===== config.mk =====
export PLATFORM = sky130hd
export DESIGN_NAME = alarm_ctrl
export DESIGN_NICKNAME = d
export VERILOG_FILES = /design/src/rtl/alarm_pkg.sv /design/src/rtl/alarm_sec_timer.sv /design/src/rtl/alarm_ctrl.sv
export SDC_FILE = /design/constraint.sdc
export NUM_CORES = 1
export LEC_CHECK = 0
export CAP_MARGIN = 40
export CORE_AREA = 2 2 63 65
export CTS_CLUSTER_SIZE = 16
export DETAILED_ROUTE_END_ITERATION = 10
export DIE_AREA = 0 0 65 67
export GPL_TIMING_DRIVEN = 0
export PLACE_DENSITY = 0.81
export SETUP_SLACK_MARGIN = 0.4
export SYNTH_ARGS = -nofsm -noshare
export SYNTH_HDL_FRONTEND = slang
export SYNTH_SLANG_ARGS = --single-unit

===== constraint.sdc =====
create_clock -name clk -period 2.19 [get_ports clk]
set_input_delay 0.219 -clock clk [delete_from_list [all_inputs] [get_ports clk]]
set_output_delay 0.219 -clock clk [all_outputs]
set_load 0.02 [all_outputs]

===== src/rtl/alarm_pkg.sv =====
// Shared types and constants for the alarm controller.
// FSM encoding, timer width and calendar limits.
package alarm_pkg;

  typedef enum logic [1:0] {
    ST_IDLE   = 2'd0,
    ST_RING   = 2'd1,
    ST_SNOOZE = 2'd2
  } state_t;

  localparam int SECS_PER_MIN = 60;
  localparam int TIMER_W      = 9;

  localparam logic [4:0] HOUR_MAX = 5'd23;
  localparam logic [5:0] MIN_MAX  = 6'd59;

endpackage


===== src/rtl/alarm_sec_timer.sv =====
// Loadable seconds down-counter; decrements on sec_tick, holds at zero.
// expire flags the tick that takes the count from 1 to 0.
module alarm_sec_timer
  import alarm_pkg::*;
(
  input  logic               clk,
  input  logic               rst,
  input  logic               load,
  input  logic [TIMER_W-1:0] load_val,
  input  logic               tick,
  output logic               zero,
  output logic               expire
);

  logic [TIMER_W-1:0] cnt;

  always_ff @(posedge clk) begin
    if (rst) begin
      cnt <= '0;
    end else if (load) begin
      cnt <= load_val;
    end else if (tick && cnt != '0) begin
      cnt <= cnt - 1'b1;
    end
  end

  assign zero   = (cnt == '0);
  assign expire = tick && (cnt == TIMER_W'(1));

endmodule


===== src/rtl/alarm_ctrl.sv =====
// Alarm controller: settings registers, match detect, ring/snooze FSM.
// Snooze support is built only when ALARM_SNOOZE_EN is defined.
module alarm_ctrl
  import alarm_pkg::*;
#(
  parameter int RING_SECS  = 60,
  parameter int SNOOZE_MIN = 5,
  parameter int MAX_SNOOZE = 3
) (
  input  logic       clk,
  input  logic       rst,
  input  logic       sec_tick,
  input  logic [4:0] hour,
  input  logic [5:0] min,
  input  logic [5:0] sec,
  input  logic [2:0] week,
  input  logic       alarm_set,
  input  logic [4:0] alarm_hour_set,
  input  logic [5:0] alarm_min_set,
  input  logic [6:0] week_mask_set,
  input  logic       arm_set,
  input  logic       stop,
  input  logic       snooze,
  output logic       ring,
  output logic [1:0] state,
  output logic [4:0] alarm_hour,
  output logic [5:0] alarm_min,
  output logic [6:0] week_mask,
  output logic       armed,
  output logic [1:0] snooze_cnt
);

  localparam logic [TIMER_W-1:0] RING_LD = TIMER_W'(RING_SECS);

`ifdef ALARM_SNOOZE_EN
  localparam logic [TIMER_W-1:0] SNZ_LD =
    TIMER_W'(SNOOZE_MIN * SECS_PER_MIN);
`else
  logic unused_snz;
  assign unused_snz = ^{snooze, 2'(MAX_SNOOZE), TIMER_W'(SNOOZE_MIN)};
`endif

  state_t             st, st_n;
  logic [1:0]         cnt_q, cnt_n;
  logic               ld;
  logic [TIMER_W-1:0] ld_val;
  logic               t_zero, t_exp, done;
  logic [6:0]         wk_oh;
  logic               match;

  always_ff @(posedge clk) begin
    if (rst) begin
      alarm_hour <= 5'd0;
      alarm_min  <= 6'd0;
      week_mask  <= 7'h7F;
      armed      <= 1'b0;
    end else if (alarm_set) begin
      alarm_hour <= alarm_hour_set;
      alarm_min  <= alarm_min_set;
      week_mask  <= week_mask_set;
      armed      <= arm_set;
    end
  end

  // Out-of-range stored settings can never match.
  assign wk_oh = (week == 3'd0) ? 7'd0 : 7'd1 << (week - 3'd1);
  assign match = sec_tick && armed
              && hour == alarm_hour && min == alarm_min
              && sec == 6'd0
              && alarm_hour <= HOUR_MAX && alarm_min <= MIN_MAX
              && |(wk_oh & week_mask);

  alarm_sec_timer u_timer (
    .clk      (clk),
    .rst      (rst),
    .load     (ld),
    .load_val (ld_val),
    .tick     (sec_tick),
    .zero     (t_zero),
    .expire   (t_exp)
  );

  assign done = t_exp || (sec_tick && t_zero);

  always_ff @(posedge clk) begin
    if (rst) begin
      st    <= ST_IDLE;
      cnt_q <= 2'd0;
    end else begin
      st    <= st_n;
      cnt_q <= cnt_n;
    end
  end

  always_comb begin
    st_n   = st;
    cnt_n  = cnt_q;
    ld     = 1'b0;
    ld_val = '0;
    if (alarm_set || stop) begin
      st_n  = ST_IDLE;
      cnt_n = 2'd0;
      ld    = 1'b1;
    end else begin
      unique case (st)
        ST_IDLE: begin
          if (match) begin
            st_n   = ST_RING;
            cnt_n  = 2'd0;
            ld     = 1'b1;
            ld_val = RING_LD;
          end
        end
        ST_RING: begin
`ifdef ALARM_SNOOZE_EN
          if (snooze && cnt_q < 2'(MAX_SNOOZE)) begin
            st_n   = ST_SNOOZE;
            cnt_n  = cnt_q + 2'd1;
            ld     = 1'b1;
            ld_val = SNZ_LD;
          end else
`endif
          if (done) begin
            st_n = ST_IDLE;
          end
        end
        ST_SNOOZE: begin
          if (done) begin
            st_n   = ST_RING;
            ld     = 1'b1;
            ld_val = RING_LD;
          end
        end
        default: st_n = ST_IDLE;
      endcase
    end
  end

  assign ring       = (st == ST_RING);
  assign state      = st;
  assign snooze_cnt = cnt_q;

endmodule


==> results of run 1 <==
-- metal layers --
metal  vias up  track usage  routed length (um)
met5         -            0                   0
met3         8       0.0980                 358
met2        49        0.290                1690
met1       617        0.192                1430
li1        689            -                   -
met4         0       0.0957                  87
-- layout make-up --
class	count	area, sq um
Timing Repair Buffer	65	646
Clock buffer	7	86.3
Sequential cell	29	581
Tap cell	48	60.1
Buffer	9	51.3
Inverter	2	7.51
Fill cell	308	1320
Multi-Input combinational cell	116	856
-- repair_timing --
action | CTS | global route
setup endpoints to repair | 19 | 12
hold buffers | 0 | 0
pin swaps | 1 | 2
setup buffers | 1 | 0
resized for setup | 6 | 8
-- path summary, 6_finish.rpt --
path	startpoint	endpoint	slack [ns]
worst max-delay path	week[1]	u_timer.cnt[3]	0.45
worst max register to register	week_mask[5]	u_timer.cnt[3]	0.46
worst min register to register	state[0]	state[0]	0.52
worst min-delay path	state[0]	state[0]	0.52
-- per-stage QoR --
step | std cells | utilization | instance area (sq um) | total power [mW]
floorplan | 156 | - | 1440 | 0.735
global placement | 268 | 0.595 | 2140 | 0.881
detailed placement | 268 | 0.595 | 2140 | 0.885
CTS | 276 | 0.627 | 2260 | 1.33
global route | 276 | 0.634 | 2290 | 1.40
finish | 276 | 0.634 | 2290 | 1.33
-- flip-flops by register name, indices dropped and copies added (netlist names) --
register	flops
alarm_hour	5
alarm_min	6
armed	1
state	1
u_timer.cnt	9
week_mask	7
-- where the power goes --
| part | switching [mW] | total [mW] | internal, mW |
|---|---|---|---|
| clock network | 0.192 | 0.441 | 0.249 |
| logic | 0.128 | 0.308 | 0.180 |
| registers | 0.0245 | 0.579 | 0.554 |
-- worst min-delay path: stages (launching register included) --
cell and delay (ns):
dfxtp_1 0.35, nand2_1 0.07, a21oi_1 0.05
-- cells in the mapped netlist, drive strengths merged --
cell     count
dfxtp       29
mux2i       15
nand4        1
o2111ai      1
nor3b        1
nor4b        1
nor4         2
o211ai       1
mux4         1
xor2         7
a2111oi      1
a311oi       1
o21ai        2
or4          2
nor3         7
clkbuf       2
conb         1
nor2        22
xnor2        7
or4b         1
or3b         1
o31ai        1
a31oi        2
a211oi       1
a21oi        7
o41ai        1
buf          7
ha           2
nand3        1
nand2        7
a211o        7
nand4b       1
inv          2
or3          2
nor2b        7
-- kinds of logic after synthesis --
family | Yosys count | synth area share
simple gates | 56 | 0.199
flops | 29 | 0.404
compound gates | 25 | 0.132
mux | 16 | 0.120
xor+xnor | 14 | 0.0854
buf+inv | 11 | 0.0392
fa+ha+maj | 2 | 0.0174
other cells | 1 | 0.00261
==> impl_results.md, run 1 <==
- Status: complete, no violations
- FMAX: 574 MHz
- Die H: 67 um
- Largest cells by area after synthesis: dfxtp_1 (40%), mux2i_1 (10%), nor2_1 (5.7%)
- Layout area overhead: 59.2%
- Max Cap Viol: 0
- Post-Syn Area per Cell: 9.33 sq um
- Initial DRC count: 32
- WHS Path Cells: 2
- R2R cell count: 4
- Num CTS Buffers: 5
- Deepest clock path buffer count: 2
- CTS tree: built
- CP Class: input port to register
- Ys Warns: 0
- Seq cells post-synth: 29
- I/O pins: 69
- Setup violators final: 0
- WP data arrival: 1.95 ns
- Antenna violations before repair: 0
- Inserted Diodes: 0
- PwrDens: about 580 nW/um^2
- Chip width: 65 um
- Commonest non-fill, non-tap cell in the layout: clkdlybuf4s50_1
- Hold slack: 0.519 ns
- Setup TNS: 0 ns
- PnR worst setup slack: 0.449 ns
- Minimum clock period: approximately 1.7 ns
- Tot GR Track Use: 0.181
- Area leader, netlist: dfxtp_1
- Vias in the first global route: about 1300
- CP Max Fanout: 5
- Max Transition Viols Final: 0
- CP delay by family, top: multiplexers
- Sequential area share after synthesis: 0.404
- Nets: 275
- Mapped cell area: 1440 sq um
- Final setup skew: 0.00277 ns
- Area of the core: 3610 sq um
- Buffers added on ports: 64
- Leakage: roughly 0.9 nW
- Crit. End Element: register
- Global placement routability congestion: approximately 0.86
- Fraction of layout instances using a drive strength above 1: 0.105
- CTS clk-pin slew, worst paths: ~0.06 ns
- Startpoint Class: input port
- Synth unique cells: 37
- H-tree levels: 2
- Root Buffer: clkbuf_8
- DRT Pass-1 Iters: 6
- Rows: 22
- Largest net degree at the start of global routing: 11
- Setup Slack @ Placement: -0.139 ns
- Worst Path Buf+Inv: 1
- Final period utilization: 0.795
- Sink Count: 29
- Slowest CP cell: mux4_2
- First-pass GRT wire length: 5.90 mm
- RSZ-0062 raised after global routing: no
- Post-DP HPWL: 2.70 mm
- Synth top area share: 0.404
- Detail Route Antenna Nets: 0
- DRC: 0
- Worst vdd ir: 0.387 mV
- Die area: about 4400 sq um
- Congestion Overflow GR: 0
- Crit-path cells: clkdlybuf4s50_1 -> mux4_2 -> or4_4 -> a21oi_1
- Skew-Pair Late Insertion Delay: 0.28 ns
- Final hold viol count: 0
- Hold Crit Class: register to register
- Mapped Cells: 154
- Worst EP required: approximately 2.4 ns
- Vias: 1363
- WP depth: 4
- Routed WL: ~3.6 mm
- Wirelength per Cell: 12.9 um
- Vias per cell: between 4 and 5
- Most frequent cells in the layout: clkdlybuf4s50_1 (62), dfxtp_1 (29), nor2_1 (21), mux2i_1 (15)
- Initial Util: 0.398
- Max stage delay on crit path: 0.56 ns
Note: power is estimated with default switching activity, not from simulation.
==> inputs of run 2 (changes only) <==
--- a/config.mk
+++ b/config.mk
@@ -6,12 +6,12 @@
 export NUM_CORES = 1
 export LEC_CHECK = 0
 export CAP_MARGIN = 40
-export CORE_AREA = 2 2 63 65
+export CORE_AREA = 2 2 67 69
 export CTS_CLUSTER_SIZE = 16
 export DETAILED_ROUTE_END_ITERATION = 10
-export DIE_AREA = 0 0 65 67
+export DIE_AREA = 0 0 69 71
 export GPL_TIMING_DRIVEN = 0
-export PLACE_DENSITY = 0.81
+export PLACE_DENSITY = 0.75
 export SETUP_SLACK_MARGIN = 0.4
 export SYNTH_ARGS = -nofsm -noshare
 export SYNTH_HDL_FRONTEND = slang
==> constraint.sdc (replaced) <==
create_clock -name clk -period 1.55 [get_ports clk]
set_input_delay 0.155 -clock clk [delete_from_list [all_inputs] [get_ports clk]]
set_output_delay 0.155 -clock clk [all_outputs]
set_load 0.02 [all_outputs]
==> run 2 against run 1 <==
The run now ends with negative setup slack left. Design area up 4.6%. Die area increased by 12%. Clock-buffer cell count is 1 higher. Largest cell class unchanged. Sequential share of layout area rose by 0.40 points. Largest power group unchanged. Critical path depth unchanged. Utilization down 6.5 points. Worst hold slack worse by 0.090 ns. Register-to-register slack worse by 0.62 ns.
==> impl_results.md, run 2 (same netlist as run 1, synthesis figures left out) <==
- Status: complete, but fails checks
- Failing checks: negative setup slack
- Tot GR Track Use: 0.159
- Layout area overhead: 66.6%
- CTS clk-pin slew, worst paths: 0.06 ns
- Area of the core: 4200 sq um
- CP Class: register to register
- Max FFs per register: 9
- CTS Hold Bufs: 0
- Die H: 71 um
- Worst EP required: 1.75 ns
- Most frequent cells in the layout: clkdlybuf4s50_1 (40), nor2_1 (21), mux2i_1 (15), dfxtp_1 (14), buf_4 (11)
- Chip width: 69 um
- Skew-Pair Late Insertion Delay: 0.28 ns
- Vias per cell: between 4 and 5
- RSZ-0062 raised after global routing: yes
- Hold endpoint: week_mask[5]
- Biggest regs: u_timer.cnt x9, week_mask x7, alarm_min x6
- Routed WL: 3.67 mm
- I/O pins: 69
- Max Transition Viols Final: 0
- Congestion Overflow GR: 0
- Final period utilization: 1.10
- Slowest CP cell: or4_4
- Minimum clock period: 1.71 ns
- Internal reg-to-reg setup slack: -0.16 ns
- Critical Path Start: week_mask[5]
- Leakage: 0.978 nW
- WP data arrival: 1.91 ns
- PwrDens: 785 nW/um^2
- Layout Cells excl Fill: around 290
- Setup TNS: -1.33 ns
- CP Max Fanout: 5
- Detail Route Antenna Nets: 0
- Sink Count: 29
- R2R cell count: 4
- DRT Pass-1 Iters: 3
- Initial DRC count: 63
- Root Buffer: clkbuf_8
- Vias in the first global route: 1401
- Worst R2R End: u_timer.cnt[2]
- DRC: 0
- Commonest non-fill, non-tap cell in the layout: clkdlybuf4s50_1
- Final setup skew: 0.00536 ns
- Crit. End Element: register
- Rows: 24
- Final hold viol count: 0
- Largest net degree at the start of global routing: 11
- Startpoint Class: register
- WHS Path Cells: 4
- Fraction of layout instances using a drive strength above 1: 0.285
- Max Cap Viol: 0
- H-tree levels: 2
- Vias: approximately 1400
- Worst R2R Start: week_mask[5]
- Wirelength per Cell: 12.8 um
- CTS tree: built
- Die area: 4900 sq um
- FMAX: 585 MHz
- Worst vdd ir: about 0.49 mV
- Setup Slack @ Placement: -0.737 ns
- Global placement routability congestion: 0.836
- Max stage delay on crit path: between 0.5 and 0.6 ns
- Placed insts: 272
- Hold path start: alarm_set
- Buffers added on ports: between 60 and 70
- PnR worst setup slack: -0.159 ns
- First-pass GRT wire length: around 6.3 mm
- Setup violators final: 10
- Inserted Diodes: 0
- Hold Crit Class: input port to register
- Crit-path cells: mux2i_1 -> mux4_2 -> or4_4 -> a31oi_1
- Top reg by flops: u_timer.cnt
- Nets: 281
- Antenna violations before repair: 0
- Initial Util: 0.342
- Deepest clock path buffer count: 2
- Core Util, Final: 0.569
- Post-DP HPWL: approximately 2.7 mm
- Num CTS Buffers: 5
[run 2: critical path, delay by kind of cell (launching register included)]
kind             cells  cell delay, ns
AO/OA/AOI/OAI        1            0.14
flip-flops           1            0.34
multiplexers         2            0.59
AND/OR/NAND/NOR      1            0.56
[run 2: timing repair]
item | 4_1_cts | 5_1_grt
resized for setup | 64 | 17
setup endpoints to repair | 50 | 32
pin swaps | 4 | 6
setup buffers | 6 | 1
[run 2: how the worst max path moves through the flow]
stage                           endpoint  slack [ns]  cells past startpoint
after global routing      u_timer.cnt[7]       -0.26                      6
after floorplan           u_timer.cnt[2]       -0.07                      4
after global placement    u_timer.cnt[0]       -0.68                      5
after CTS                 u_timer.cnt[7]       -0.22                      6
final                     u_timer.cnt[2]       -0.16                      4
after detailed placement  u_timer.cnt[7]       -0.74                      5
[run 2: area by class of cell]
| class | instances | area, sq um |
|---|---|---|
| clock buffers | 8 | 90.1 |
| fillers | 397 | 1810 |
| plain buffers | 9 | 81.3 |
| inverters | 2 | 7.51 |
| repair buffers | 71 | 648 |
| well taps | 52 | 65.1 |
| multi-input cells | 116 | 883 |
| flip-flops and latches | 29 | 617 |
[run 2: where the power goes]
group | internal, mW | switching (mW) | leakage, nW
clock network | 0.361 | 0.263 | 0.0455
logic | 0.249 | 0.192 | 0.690
registers | 0.781 | 0.0325 | 0.242
total | 1.39 | 0.487 | 0.978
[run 2: per-layer routing]
metal | GRT usage | up-vias | routed length, um
met2 | 0.267 | 41 | 1770
li1 | - | 704 | -
met4 | 0.0523 | 0 | 55
met3 | 0.0541 | 6 | 233
met5 | 0 | - | 0
met1 | 0.191 | 631 | 1610
[run 2: stage by stage]
step           total power, mW  hold WS (ns)  area, sq um
2_1_floorplan             1.05         0.277         1500
3_3_place_gp              1.26         0.483         2210
3_5_place_dp              1.26         0.490         2210
4_1_cts                   1.90         0.456         2400
5_1_grt                   1.99         0.447         2390
6_report                  1.88         0.429         2390
==> inputs of run 3 (changes only) <==
--- a/config.mk
+++ b/config.mk
@@ -6,13 +6,14 @@
 export NUM_CORES = 1
 export LEC_CHECK = 0
 export CAP_MARGIN = 40
-export CORE_AREA = 2 2 67 69
+export CORE_AREA = 2 2 68 70
 export CTS_CLUSTER_SIZE = 16
 export DETAILED_ROUTE_END_ITERATION = 10
-export DIE_AREA = 0 0 69 71
+export DIE_AREA = 0 0 70 72
 export GPL_TIMING_DRIVEN = 0
-export PLACE_DENSITY = 0.75
+export PLACE_DENSITY = 0.77
 export SETUP_SLACK_MARGIN = 0.4
 export SYNTH_ARGS = -nofsm -noshare
 export SYNTH_HDL_FRONTEND = slang
+export SYNTH_HIERARCHICAL = 1
 export SYNTH_SLANG_ARGS = --single-unit
==> run 3 against run 2 <==
The run still ends with negative setup slack left. Register-to-register slack lost 0.30 ns. Clock skew rose by 0.0037 ns. Worst hold slack got worse by 0.17 ns. Routed wire length rose by 18%. Final cell count grew 7.3%. Flip-flop and latch count unchanged. Die area grew 2.9%. Global-route usage is 2.2 points higher. Power rose by 12%. Critical endpoint is now u_timer/cnt[5]. Largest cell class unchanged. Largest power group unchanged. Highest routed layer unchanged.
==> impl_results.md, run 3 <==
- Global placement routability congestion: 0.752
- CTS clk-pin slew, worst paths: about 0.070 ns
- WHS Path Cells: 2
- R2R cell count: 9
- Placed insts: ~290
- Minimum clock period: between 2 and 2.5 ns
- Slew Limit Headroom: 0.640
- Root Buffer: clkbuf_8
- Crit. End Element: register
- Failing checks: negative setup slack
- CP Max Fanout: 5
- CTS Hold Bufs: 0
- DRT Pass-1 Iters: 4
- Buffers added on ports: between 60 and 70
- Layout area overhead: 63.2%
- GR Layer Usage met3: 0.0611
- Seq cells post-synth: 29
- First-pass GRT wire length: 7.23 mm
- Biggest regs: u_timer/cnt x9, week_mask x7, alarm_min x6
- Routed WL: 4.34 mm
- Inserted Diodes: 0
- Least-Margin Pin Slew: between 0.5 and 0.6 ns
- Num CTS Buffers: 5
- Ys Warns: 6
- WP data arrival: 2.15 ns
- Main combinational cell family by area after synthesis: simple AND/OR/NAND/NOR gates
- Vias per cell: 5.01
- Internal reg-to-reg setup slack: -0.46 ns
- Max FFs per register: 9
- Xor/xnor share of the synthesized area: 0.0558
- Initial DRC count: between 40 and 50
- Largest cells by area after synthesis: dfxtp_1 (37%), mux2i_1 (8.9%), nor2_1 (6.5%)
- Commonest non-fill, non-tap cell in the layout: clkdlybuf4s50_1
- Asr flop ratio synth: 0
- Synth cell count leaders: dfxtp_1 (29), nor2_1 (27), mux2i_1 (14)
- Area leader, netlist: dfxtp_1
- Chip width: roughly 70 um
- Max Cap Viol: 0
- Count leader, synth: dfxtp_1
- FMAX: 496 MHz
- I/O pins: 69
- PnR worst setup slack: -0.466 ns
- Largest net degree at the start of global routing: 11
- Mapped cell area: between 1500 and 2000 sq um
- Die H: 72 um
- CTS tree: built
- PwrDens: about 820 nW/um^2
- Setup violators final: 10
- Area of the core: between 4000 and 5000 sq um
- Final hold viol count: 0
- Mux cell area share after synthesis: 0.106
- Synth unique cells: 40
- Antenna violations before repair: 0
- Hold endpoint: alarm_hour[4]
- Hold Crit Class: input port to register
- Tot GR Track Use: 0.181
- Hold path start: rst
- Worst R2R End: u_timer/cnt[5]
- Final Cell Area: 2560 sq um
- Die area: 5040 sq um
- Worst vdd ir: 0.597 mV
- Post-synthesis adder-cell area fraction: 0.0239
- Leakage: 1.04 nW
- Worst R2R Start: state[0]
- Met2 Usage GRT: 0.332
- DRC: 0
- Status: complete, but fails checks
- Number of fillers in the final layout: around 370
- Post-Syn Area per Cell: 9.12 sq um
- Startpoint Class: input port
- Nets: 303
- Post-synthesis compound-gate area fraction: 0.152
- Post-Place Cell Area: 2320 sq um
- Vias in the first global route: 1580
- Most frequent cells in the layout: clkdlybuf4s50_1 (40), nor2_1 (25), dfxtp_1 (21), mux2i_1 (14)
- Global routing usage on met1: 0.194
- Worst EP required: 1.69 ns
- Final period utilization: 1.30
- Deepest clock path buffer count: 2
- Setup Slack @ Placement: -0.897 ns
- Sequential area share after synthesis: 0.370
- Wirelength per Cell: ~14 um
- Sink Count: 29
- Mapped Cells: 172
- Top reg by flops: u_timer/cnt
- H-tree levels: 2
- EDFF count, synth: 0
- Detail Route Antenna Nets: 0
- RSZ-0062 raised after global routing: yes
- Fraction of layout instances using a drive strength above 1: 0.246
- Layout Cells excl Fill: 308
- Max Transition Viols Final: 0
- Synth Area in Simple Gates: 0.230
- Final setup skew: 0.00905 ns
- GRT busiest layer: met2
- Synth top area share: 0.370
- Vias: 1543
- CP Class: input port to register
- Congestion Overflow GR: 0
- Post-DP HPWL: 3.19 mm
- Initial Util: 0.368
- Synth Flop Type: dfxtp_1
- Skew-Pair Late Insertion Delay: 0.28 ns
- Setup TNS: -4.41 ns
- Rows: 24
## run 3: cell count changes after synthesis, moves of 4 or more
cell | before | now
nor2_1 | 22 | 27
a21oi_1 | 7 | 0
a211oi_1 | 1 | 8
inv_1 | 2 | 7
xor2_1 | 7 | 3
## run 3: final cells by class
class | count | area, sq um | share of cell area
multi-input cells | 131 | 1010 | 0.394
repair buffers | 69 | 642 | 0.251
flip-flops and latches | 29 | 593 | 0.232
clock buffers | 6 | 72.6 | 0.0283
inverters | 7 | 28.8 | 0.0112
well taps | 52 | 65.1 | 0.0254
plain buffers | 12 | 114 | 0.0445
clock inverters | 2 | 35.0 | 0.0137
## run 3: kinds of logic after synthesis
logic type | count (synthesis)
AOI/OAI and AO/OA | 28
xor gates and xnor gates | 10
muxes | 15
adders and majority gates | 3
buffers and inverters | 19
and+or+nand+nor | 67
DFF | 29
other | 1
## run 3: worst max path at each step
stage               depth (start not counted)  slack, ns             end     start
finish                                     10      -0.47  u_timer/cnt[5]    sec[0]
global route                                8      -0.57  u_timer/cnt[6]  state[0]
CTS                                         8      -0.49  u_timer/cnt[6]  state[0]
detailed placement                          8      -0.90  u_timer/cnt[4]  sec_tick
global placement                            8      -0.92  u_timer/cnt[4]  sec_tick
floorplan                                   8      -0.34  u_timer/cnt[6]  state[0]
## run 3: layer usage
layer	vias up	routed length (um)
met1	705	1710
met3	2	304
met2	58	2310
met4	0	16
met5	-	0
li1	778	-
## run 3: per-stage QoR
step            util  power, mW  hold slack [ns]
2_1_floorplan      -       1.10            0.222
3_3_place_gp   0.545       1.31            0.526
3_5_place_dp   0.545       1.32            0.535
4_1_cts        0.592       2.10            0.281
5_1_grt        0.600       2.20            0.281
6_report       0.600       2.10            0.260
## run 3: where the power goes
group	internal (mW)	switching, mW
logic	0.269	0.223
clock network	0.476	0.293
registers	0.793	0.0497
total	1.54	0.566
## run 3: critical path, cell delays in order
cell	delay (ns)
clkdlybuf4s50_1	0.45
nor4b_4	0.28
o2111a_1	0.23
o2111ai_2	0.11
or4_4	0.47
nand2_4	0.11
inv_4	0.05
clkbuf_4	0.16
nor2_1	0.10
nor3_1	0.05
## run 3: timing repair
item,4_1_cts,5_1_grt
setup endpoints to repair,49,28
gates resized for setup,70,22
cloned,1,0
pin swaps,2,2
setup buffers,4,1
